<file path="src/rtl/bru_scheduler.sv">
// bru_scheduler: in-order branch issue queue with flag wait, resolution register and wrong-path squash.
package bru_pkg;
  typedef enum logic [1:0] {UOP_NOP, UOP_BL, UOP_BCOND, UOP_ALU} uop_e;
  typedef struct packed {
    logic        valid;
    uop_e        uopcode;
    logic [3:0]  cond;
    logic [63:0] r2_val;
  } rob_issue;
  typedef struct packed {
    logic        en;
    logic [4:0]  addr;
    logic [63:0] data;
  } RegFileWritePort;
endpackage

module bru_scheduler
  import bru_pkg::*;
#(
  parameter int DEPTH = 4,
  parameter int TAG_W = 6
) (
  input  logic             clk_in,
  input  logic             rst_in,
  input  logic             enq_valid_in,
  output logic             enq_ready_out,
  input  rob_issue         enq_insn_in,
  input  logic [63:0]      enq_pc_in,
  input  logic [TAG_W-1:0] enq_tag_in,
  input  logic             enq_pred_taken_in,
  input  logic [63:0]      enq_pred_target_in,
  input  logic             flags_valid_in,
  input  logic [3:0]       flags_in,
  output rob_issue         dec_insn_out,
  output logic [63:0]      dec_pc_out,
  output logic [3:0]       dec_flags_out,
  input  logic             dec_taken_in,
  input  logic [63:0]      dec_target_in,
  input  RegFileWritePort  dec_reg_pkt_in,
  output RegFileWritePort  reg_pkt_out,
  output logic             res_valid_out,
  input  logic             res_ready_in,
  output logic [TAG_W-1:0] res_tag_out,
  output logic             res_taken_out,
  output logic             res_mispredict_out,
  output logic [63:0]      res_next_pc_out,
  input  logic             flush_in
);
  localparam int PW = $clog2(DEPTH);
  localparam int CW = $clog2(DEPTH + 1);
  typedef struct packed {
    rob_issue         insn;
    logic [63:0]      pc;
    logic [TAG_W-1:0] tag;
    logic             pred_taken;
    logic [63:0]      pred_target;
  } entry_t;
  typedef enum logic {RUN, SQUASH} state_e;
  entry_t        mem [DEPTH];
  entry_t        hd;
  logic [PW-1:0] head, tail;
  logic [CW-1:0] count;
  state_e        state, state_nx;
  logic          kill, eligible, issue, taken, mispredict, squash, enq_fire;
  assign hd = mem[head];
  assign kill = rst_in || flush_in;
  always_comb begin
    eligible = count != '0 && (hd.insn.uopcode != UOP_BCOND || flags_valid_in);
    issue = eligible && state == RUN && !kill && (!res_valid_out || res_ready_in);
    // only real branch uops may redirect; anything else resolves not-taken
    taken = (hd.insn.uopcode == UOP_BL || hd.insn.uopcode == UOP_BCOND) ? dec_taken_in : 1'b0;
    mispredict = (taken != hd.pred_taken) || (taken && dec_target_in != hd.pred_target);
    squash = issue && mispredict;
    enq_fire = enq_valid_in && enq_ready_out;
  end
  always_ff @(posedge clk_in)
    state <= kill ? RUN : state_nx;
  always_comb
    state_nx = state == RUN ? (squash ? SQUASH : RUN) : (res_valid_out && res_ready_in ? RUN : SQUASH);
  always_comb begin
    enq_ready_out = count < CW'(DEPTH) && state == RUN && !kill;
    dec_insn_out = hd.insn;
    dec_insn_out.valid = issue;
    dec_pc_out = hd.pc;
    dec_flags_out = flags_in;
    reg_pkt_out = issue ? dec_reg_pkt_in : '0;
  end
  always_ff @(posedge clk_in) begin
    if (kill) begin
      head <= '0;
      tail <= '0;
      count <= '0;
      res_valid_out <= 1'b0;
      res_tag_out <= '0;
      res_taken_out <= 1'b0;
      res_mispredict_out <= 1'b0;
      res_next_pc_out <= '0;
    end else begin
      if (enq_fire && !squash) begin
        mem[tail] <= '{insn: enq_insn_in, pc: enq_pc_in, tag: enq_tag_in,
                       pred_taken: enq_pred_taken_in, pred_target: enq_pred_target_in};
        tail <= tail + PW'(1);
      end
      // a squash empties the queue by snapping head onto the unchanged tail
      head <= squash ? tail : head + PW'(issue);
      count <= squash ? '0 : count + CW'(enq_fire) - CW'(issue);
      if (issue) begin
        res_valid_out <= 1'b1;
        res_tag_out <= hd.tag;
        res_taken_out <= taken;
        res_mispredict_out <= mispredict;
        res_next_pc_out <= taken ? dec_target_in : hd.pc + 64'd4;
      end else if (res_ready_in) begin
        res_valid_out <= 1'b0;
      end
    end
  end
endmodule

</file>
<file path="config.mk">
export PLATFORM = sky130hd
export DESIGN_NAME = bru_scheduler
export DESIGN_NICKNAME = d
export VERILOG_FILES = /design/src/rtl/bru_scheduler.sv
export SDC_FILE = /design/constraint.sdc
export NUM_CORES = 1
export LEC_CHECK = 0
export ABC_AREA = 1
export CAP_MARGIN = 25
export CORE_MARGIN = 8
export CORE_UTILIZATION = 49
export CTS_CLUSTER_SIZE = 28
export DETAILED_ROUTE_END_ITERATION = 6
export PLACE_DENSITY = 0.77
export SYNTH_ARGS = -nofsm -noshare
export SYNTH_HDL_FRONTEND = slang
export SYNTH_SLANG_ARGS = --single-unit
export TNS_END_PERCENT = 1
</file>
<file path="constraint.sdc">
create_clock -name clk_in -period 14.9 [get_ports clk_in]
set_clock_uncertainty 0.2 [all_clocks]
set_input_delay 3.725 -clock clk_in [delete_from_list [all_inputs] [get_ports clk_in]]
set_output_delay 3.725 -clock clk_in [all_outputs]
set_load 0.02 [all_outputs]
</file>
# ---- Yosys cells after proc, flatten, opt, wreduce, memory -nomap -nowiden
# Memories as Yosys holds them, arrays and structs flattened. A register that Yosys moved wholly into a read port is not among the register bits.
# Index checks and enable logic that the tools add are counted.
dict set report word_totals {
  ff_bits 81
  mem_bits_rw 824
  inputBits 351
  elab_cells 57
  n_memories 1
}
dict set report classes {
  add_sub_neg 5
  n_lt_le_gt_ge 1
  eq_ne 5
  n_mux 13
  bitwise_logic 1
  reduce_logical 22
}
# name words width read_ports rd_clocked_by_memory_dff wr line
set memory_table {}
lappend memory_table {mem 4 206 1 1 1 59} ;# entry_t mem [DEPTH];
# cell n
set ops {}
lappend ops {{$mux 70} 1}
lappend ops {{$add 64x3->64 const B} 1}
lappend ops {{$mux 64} 1}
lappend ops {{$ne 64x64->1} 1}
lappend ops {{$logic_and 1x1->1} 11}
lappend ops {{$mux 1} 9}
lappend ops {{$logic_or 1x1->1} 5}
lappend ops {{$mux 2} 2}
lappend ops {{$add 3x1->3} 1}
lappend ops {{$logic_not 1->1} 3}
lappend ops {{$lt 3x3->1 const B} 1}
lappend ops {{$reduce_bool 3->1} 1}
lappend ops {{$sub 3x1->3} 1}
lappend ops {{$add 2x1->2} 1}
lappend ops {{$add 2x1->2 const B} 1}
lappend ops {{$eq 2x1->1 const B} 1}
lappend ops {{$eq 2x2->1 const B} 1}
lappend ops {{$ne 2x2->1 const B} 1}
lappend ops {{$reduce_bool 2->1} 1}
lappend ops {{$reduce_or 2->1} 1}
lappend ops {{$ne 1x1->1} 1}
lappend ops {{$not 1->1} 1}

# ---- Logic depth before layout (Yosys ltp)
# Gate-level depths: netlist of the first run.
dict set report logic_depth {
  word_depth 12
  ltp_mapped 25
  depth_no_buf 18
}

# ---- Worst setup path before layout of the first run
# OpenSTA, ideal clock, no wires.
dict set report synth_timing {
  path_kind {in2reg}
  from {input dec_taken_in}
  to {memory mem[0][0] (netlist bit), enable pin}
  arrival_time_ns 13.409
  path_slack_ns 0.518
  path_stages 13
  n_path_buf 1
  cell_sequence {inv_1 nor2_1 inv_2 nor2_1 nand4_1 nor2_1 nand3_1 nor2_1 nand3_1 nand2_1 buf_4 nand2_1 nor2_1}
}
dict set report synth_via {
  elab_chain_cells 9
  word_cells_on_any_way 10
}
# item line
set synth_rtl {}
lappend synth_rtl {{start, declared} 37} ;# input logic dec_taken_in,
lappend synth_rtl {{$mux 1 (*)} 71} ;# taken = (hd.insn.uopcode == UOP_BL || hd.insn.uopcode == UOP_BCOND) ? dec_taken_in : 1'b0;
lappend synth_rtl {{$ne 1x1->1 or $logic_and 1x1->1 (tied branches)} 72} ;# mispredict = (taken != hd.pred_taken) || (taken && dec_target_in != hd.pred_target);
lappend synth_rtl {{$logic_or 1x1->1 (*)} 72}
lappend synth_rtl {{$logic_and 1x1->1 (*)} 73} ;# squash = issue && mispredict;
lappend synth_rtl {{$logic_not 1->1 (*)} 99} ;# if (enq_fire && !squash) begin
lappend synth_rtl {{$logic_and 1x1->1 (*)} 99}
lappend synth_rtl {{$mux 1 (*)} 99}
lappend synth_rtl {{$mux 1 (*)} 89} ;# if (kill) begin
lappend synth_rtl {{$mux 1 (implied by the code) (*)} 100} ;# mem[tail] <= '{insn: enq_insn_in, pc: enq_pc_in, tag: enq_tag_in,
lappend synth_rtl {{end, declared} 59}
# Mark *: on every way between the ends. The rest lies on a longest branch, timed or not.

==> results.cfg, run 1 <==
[yosys]
yosys.area.top_type_share_pct = 62.8
synth_edf_count = 820
synth_sequential_area_ratio_pct = 66.9
syn_area_um2 = 39200
async_flop_share_pct = 0
ys_ff_latch = 901
synthCells = 3744
synth_ff_type = edfxtp_1
yosysTopAreaCell = edfxtp_1
yosys_warnings = 0
syn_nets = 4105
syn_avg_cell_area_um2 = 10.5
yosysUniqueCellTypes = 38
synth_area_leaders = edfxtp_1 (63%), nand2_1 (9.6%), nand3_1 (4.6%)

[sta]
rsz0062_at_grt = no
finalCritPeriodShare_pct = 71.3
max_freq_mhz = 94.2
slew_viol_final = 0
slew_headroom_pct = 22.2
fin_tns_setup_ns = 0
setup_viol = 0
finalHoldViolations = 0
worst_pin_slew_ns = 1.17
finalCriticalPeriod_ns = 10.62

[placement]
dp.cells = 5124
gp_congestion = 0.977
io_buffer_count = 624
dpl.hpwl_um = 87600

[detailed_routing]
initialDrtViolationCount = 2563
antenna_left = 0
wl_um = 127000
wl_per_cell_um = 23.9
firstDrtPassIters = 6
drcViolationCount = 0
dr_total_vias = 28900
vias_per_cell = 5.43

[global_route]
grt_use_total_pct = 27.2
grt_max_degree = 198
grt-ovfl-total = 0
grt_first_pass_wirelength_um = 180000
grt_pass1_vias = 27300
antenna_found_initial = 51

[floorplanning]
pin_count = 634
die_h_um = 299
core_area_um2 = 79100
die_x_um = 299
num_rows = 103
initial_core_util_pct = 49.6
fp.dieArea_um2 = 89400

[clock_network]
cts-root-buf = clkbuf_16
cts_buffers = 91
clk_path_buf_depth = 3
cts.clk_slew.worst_paths_ns = 0.05
cts_setup_buffers = 0
ctsResizeCount = 0
hold_buffers = 0
clock_sinks = 901
clkLatencyLatePin_ns = 0.66
htreeDepth = 3
cts_tree = done

[critical_path]
startpoint_type = primary input
cp.required_ns = 10.97
timing.setup.critical_path_class = primary input to output pin
cp_max_fo = 41
worst_ep_arrival_time_ns = 6.69
end_kind = output pin

[pwr]
p_comb_share_pct = 5.9
switchingPower_mw = 1.15
clkPwrFrac_pct = 42.2
switching_share_pct = 21.5
ir_drop_v = 0.000122
power_frac_seq_pct = 51.9
powerDensity_nw_per_um2 = 111
p_leak_nw = 17.6
p_int_mw = 4.21

[layout]
fill_cells = 6204
finalNonFillerCells = 5323
drive_gt1_share_pct = 4.41
num-nets-final = 4528
final_cell_mix = nand2_1 (1007), edfxtp_1 (820), clkdlybuf4s50_1 (624)
layout_commonest_cell = nand2_1
area_delta_synth_final_pct = 23.0

[hold_path]
hold_class = register to register

[outcome]
status = complete, no violations

[flow_run]
drv_cap = 0
==> cell type report <==
cell class / count / area (µm²) / area share, %
diodes: 30 / 75.1 / 0.156
clock buffers: 111 / 2390 / 4.96
clock inverters: 58 / 601 / 1.25
inverters: 220 / 838 / 1.74
multi-input cells: 2304 / 10200 / 21.2
flip-flops and latches: 901 / 26300 / 54.4
well taps: 1050 / 1310 / 2.72
repair buffers: 649 / 6520 / 13.5
==> path summary, 6_finish.rpt <==
kind | slack [ns] | end | cells after the start | start
max reg2reg | 6.30 | mem[0][106] | 19 | head[0]
min reg2reg | 0.27 | res_next_pc_out[58] | 2 | res_next_pc_out[58]
max | 4.28 | dec_insn_out[70] | 9 | flush_in
min | 0.27 | res_next_pc_out[58] | 2 | res_next_pc_out[58]
==> kinds of logic after synthesis <==
kind of cell    count (synthesis)  synth area share (%)
compound gates                425                  5.82
xor+xnor                       35                 0.781
fa+ha+maj                      10                 0.338
buf+inv                       539                  7.11
flops                         901                  66.9
simple gates                 1834                  19.1
==> flip-flops by register name, summed over array words and instances, names as in the netlist, 2 cells and up <==
signal           cells
res_tag_out          6
count                3
tail                 2
res_next_pc_out     64
head                 2
mem                820
==> layer usage <==
layer  part of all wire [%]  track usage, %  vias up
met5                   0.14               0        -
li1                       -               -    13500
met4                    4.8            13.2       26
met1                     36            31.8    13700
met3                     12            10.5      260
met2                     47            43.9     1462
==> power groups by stage <==
stage               logic, mW  registers, mW  clock network, mW
finish                  0.316           2.78               2.26
global route            0.337           2.78               2.39
CTS                     0.316           2.78               2.29
detailed placement      0.314           2.84                  0
global placement        0.309           2.84                  0
floorplan               0.129           2.85                  0
==> synthesized netlist by cell type (2+ instances only) <==
| library cell | number |
|---|---|
| nor3_1 | 6 |
| inv_2 | 7 |
| xor2_1 | 34 |
| inv_1 | 212 |
| o21bai_1 | 2 |
| buf_6 | 10 |
| dfxtp_1 | 81 |
| o21a_1 | 9 |
| nand4_1 | 16 |
| o22ai_1 | 78 |
| nor2_1 | 414 |
| or2_2 | 2 |
| buf_4 | 169 |
| nand3_1 | 360 |
| clkbuf_1 | 88 |
| and2_1 | 4 |
| o211ai_1 | 6 |
| nand3b_1 | 9 |
| buf_1 | 7 |
| nand2_1 | 1008 |
| nand2_2 | 3 |
| a21oi_1 | 129 |
| edfxtp_1 | 820 |
| o21ai_0 | 190 |
| buf_2 | 45 |
| ha_1 | 9 |
| nor2_2 | 9 |
| o21ai_1 | 7 |
==> worst max-delay path, stage by stage <==
cell	delay, ns
clkdlybuf4s50_1	0.41
nor2_2	0.11
buf_4	0.33
inv_2	0.06
nor3_1	0.32
nand2_4	0.34
inv_1	0.13
buf_4	0.48
clkdlybuf4s50_1	0.74
==> per-stage QoR <==
step | worst slack [ns] | util [%] | instance area (µm²) | hold WS [ns] | power, mW
after CTS | 4.31 | 60.9 | 48200 | 0.266 | 5.39
after floorplan | 0.518 | - | 39200 | 0.257 | 2.97
after detailed placement | 4.33 | 57.1 | 45200 | 0.257 | 3.15
after global routing | 4.16 | 60.9 | 48200 | 0.275 | 5.51
final | 4.28 | 61.0 | 48200 | 0.266 | 5.36
after global placement | 4.32 | 57.1 | 45200 | 0.251 | 3.15
No activity file was read; power rests on OpenSTA's default activity.
==> run 2, diff against run 1 <==
- clock period: 14.9 -> 8.8 ns (I/O delays scaled with it)
==> results.cfg, run 2 (same netlist as run 1, synthesis figures left out) <==
[sta]
worst_pin_slew_ns = 1.12
fin_tns_setup_ns = 0
setup_viol = 0
hold_ws_ns = 0.267
slew_viol_final = 0
finalCritPeriodShare_pct = 85.3
finalHoldViolations = 0
slew_headroom_pct = 25.2
rsz0062_at_grt = no
max_freq_mhz = 133
fin_ws_ns = 1.29
finalCriticalPeriod_ns = 7.51

[floorplanning]
fp.dieArea_um2 = 89400
initial_core_util_pct = 49.6
num_rows = 103
core_area_um2 = 79100
pin_count = 634
die_x_um = 299
die_h_um = 299

[layout]
drive_gt1_share_pct = 4.67
layout_commonest_cell = nand2_1
regMostFlops = mem
fin_util_pct = 61.1
finalNonFillerCells = 5330
largest_reg_flops = 820
fin_area_um2 = 48400
reg_top3 = mem x820, res_next_pc_out x64, res_tag_out x6
final_cell_mix = nand2_1 (1007), edfxtp_1 (820), clkdlybuf4s50_1 (624)
area_delta_synth_final_pct = 23.3
num-nets-final = 4540
fill_cells = 6298

[placement]
io_buffer_count = 624
gp_congestion = 1.02
place_area_um2 = 45300
dp.cells = 5133
dp_slack_ns = 1.33
dpl.hpwl_um = 89100

[pwr]
ir_drop_v = 0.000241
total_power_mw = 9.16
p_leak_nw = 17.7
powerDensity_nw_per_um2 = 189

[critical_path]
cp_max_fo = 69
rr_worst_depth = 18
rr_startpoint = head[0]
regToRegSetupSlack_ns = 2.50
r2r-end = mem[3][185]
startpoint_type = primary input
timing.setup.critical_path_class = primary input to output pin
startpoint = flush_in
worst_ep_arrival_time_ns = 5.11
cp.required_ns = 6.40
end_kind = output pin
crit_path_end = reg_pkt_out[13]

[clock_network]
cts_setup_buffers = 0
cts-root-buf = clkbuf_16
cts_tree = done
cts_buffers = 93
hold_buffers = 0
cts.clk_slew.worst_paths_ns = 0.06
clock_sinks = 901
clk_path_buf_depth = 3
htreeDepth = 3
clkLatencyLatePin_ns = 0.66
ctsResizeCount = 0

[outcome]
violations = DRC
status = finished with violations

[detailed_routing]
vias_per_cell = 5.43
firstDrtPassIters = 7
initialDrtViolationCount = 2840
wl_per_cell_um = 24.1
drcViolationCount = 5
antenna_left = 0
wl_um = 128000
dr_total_vias = 28900

[global_route]
grt_first_pass_wirelength_um = 182000
grt-ovfl-total = 0
grt_pass1_vias = 27300
antenna_found_initial = 42
grt_max_degree = 208
grt_use_total_pct = 27.4

[hold_path]
worstHoldStart = res_next_pc_out[26]
hold_class = register to register
hold_depth = 2

[flow_run]
drv_cap = 0
run 2: changes by cell type in the layout (fill, tap and decap cells not counted), sizes merged:
cell,delta
buf,+10
bufinv,+1
clkbuf,+2
clkinv,-1
diode,-8
inv,+3
run 2: worst min path at each step:
stage          slack [ns]                   to
6_report             0.27  res_next_pc_out[26]
2_1_floorplan        0.26                state
5_1_grt              0.28  res_next_pc_out[50]
3_3_place_gp         0.25  res_next_pc_out[44]
4_1_cts              0.27  res_next_pc_out[50]
3_5_place_dp         0.26  res_next_pc_out[50]
run 2: area by class of cell:
| class | instances | area (µm²) | share of cell area (%) |
|---|---|---|---|
| sequential | 901 | 26300 | 54.3 |
| multi-input combinational | 2304 | 10200 | 21.2 |
| timing repair buffer | 659 | 6630 | 13.7 |
| clock buffer | 113 | 2400 | 4.97 |
| tap | 1050 | 1310 | 2.72 |
| inverter | 220 | 838 | 1.73 |
| clock inverter | 61 | 639 | 1.32 |
| antenna | 22 | 55.1 | 0.114 |
run 2: layer usage:
metal	wire, µm	track usage [%]	part of all wire, %	vias to the layer above
li1	-	-	-	13500
met1	47500	33.6	37	13700
met4	5360	11.4	4.2	26
met3	14400	8.81	11	258
met2	60800	44.6	47	1419
met5	167	0	0.13	-
run 2: power breakdown:
| part | switching [mW] | internal, mW |
|---|---|---|
| logic | 0.301 | 0.234 |
| clock network | 1.67 | 2.24 |
| registers | 0.00961 | 4.71 |
run 2: critical path, cell delays in order:
cell             delay (ns)
clkdlybuf4s50_1        0.41
nor2_2                 0.13
buf_4                  0.33
inv_2                  0.06
nor3_1                 0.29
nand2_4                0.29
buf_4                  0.48
nor2_1                 0.20
clkdlybuf4s50_1        0.64
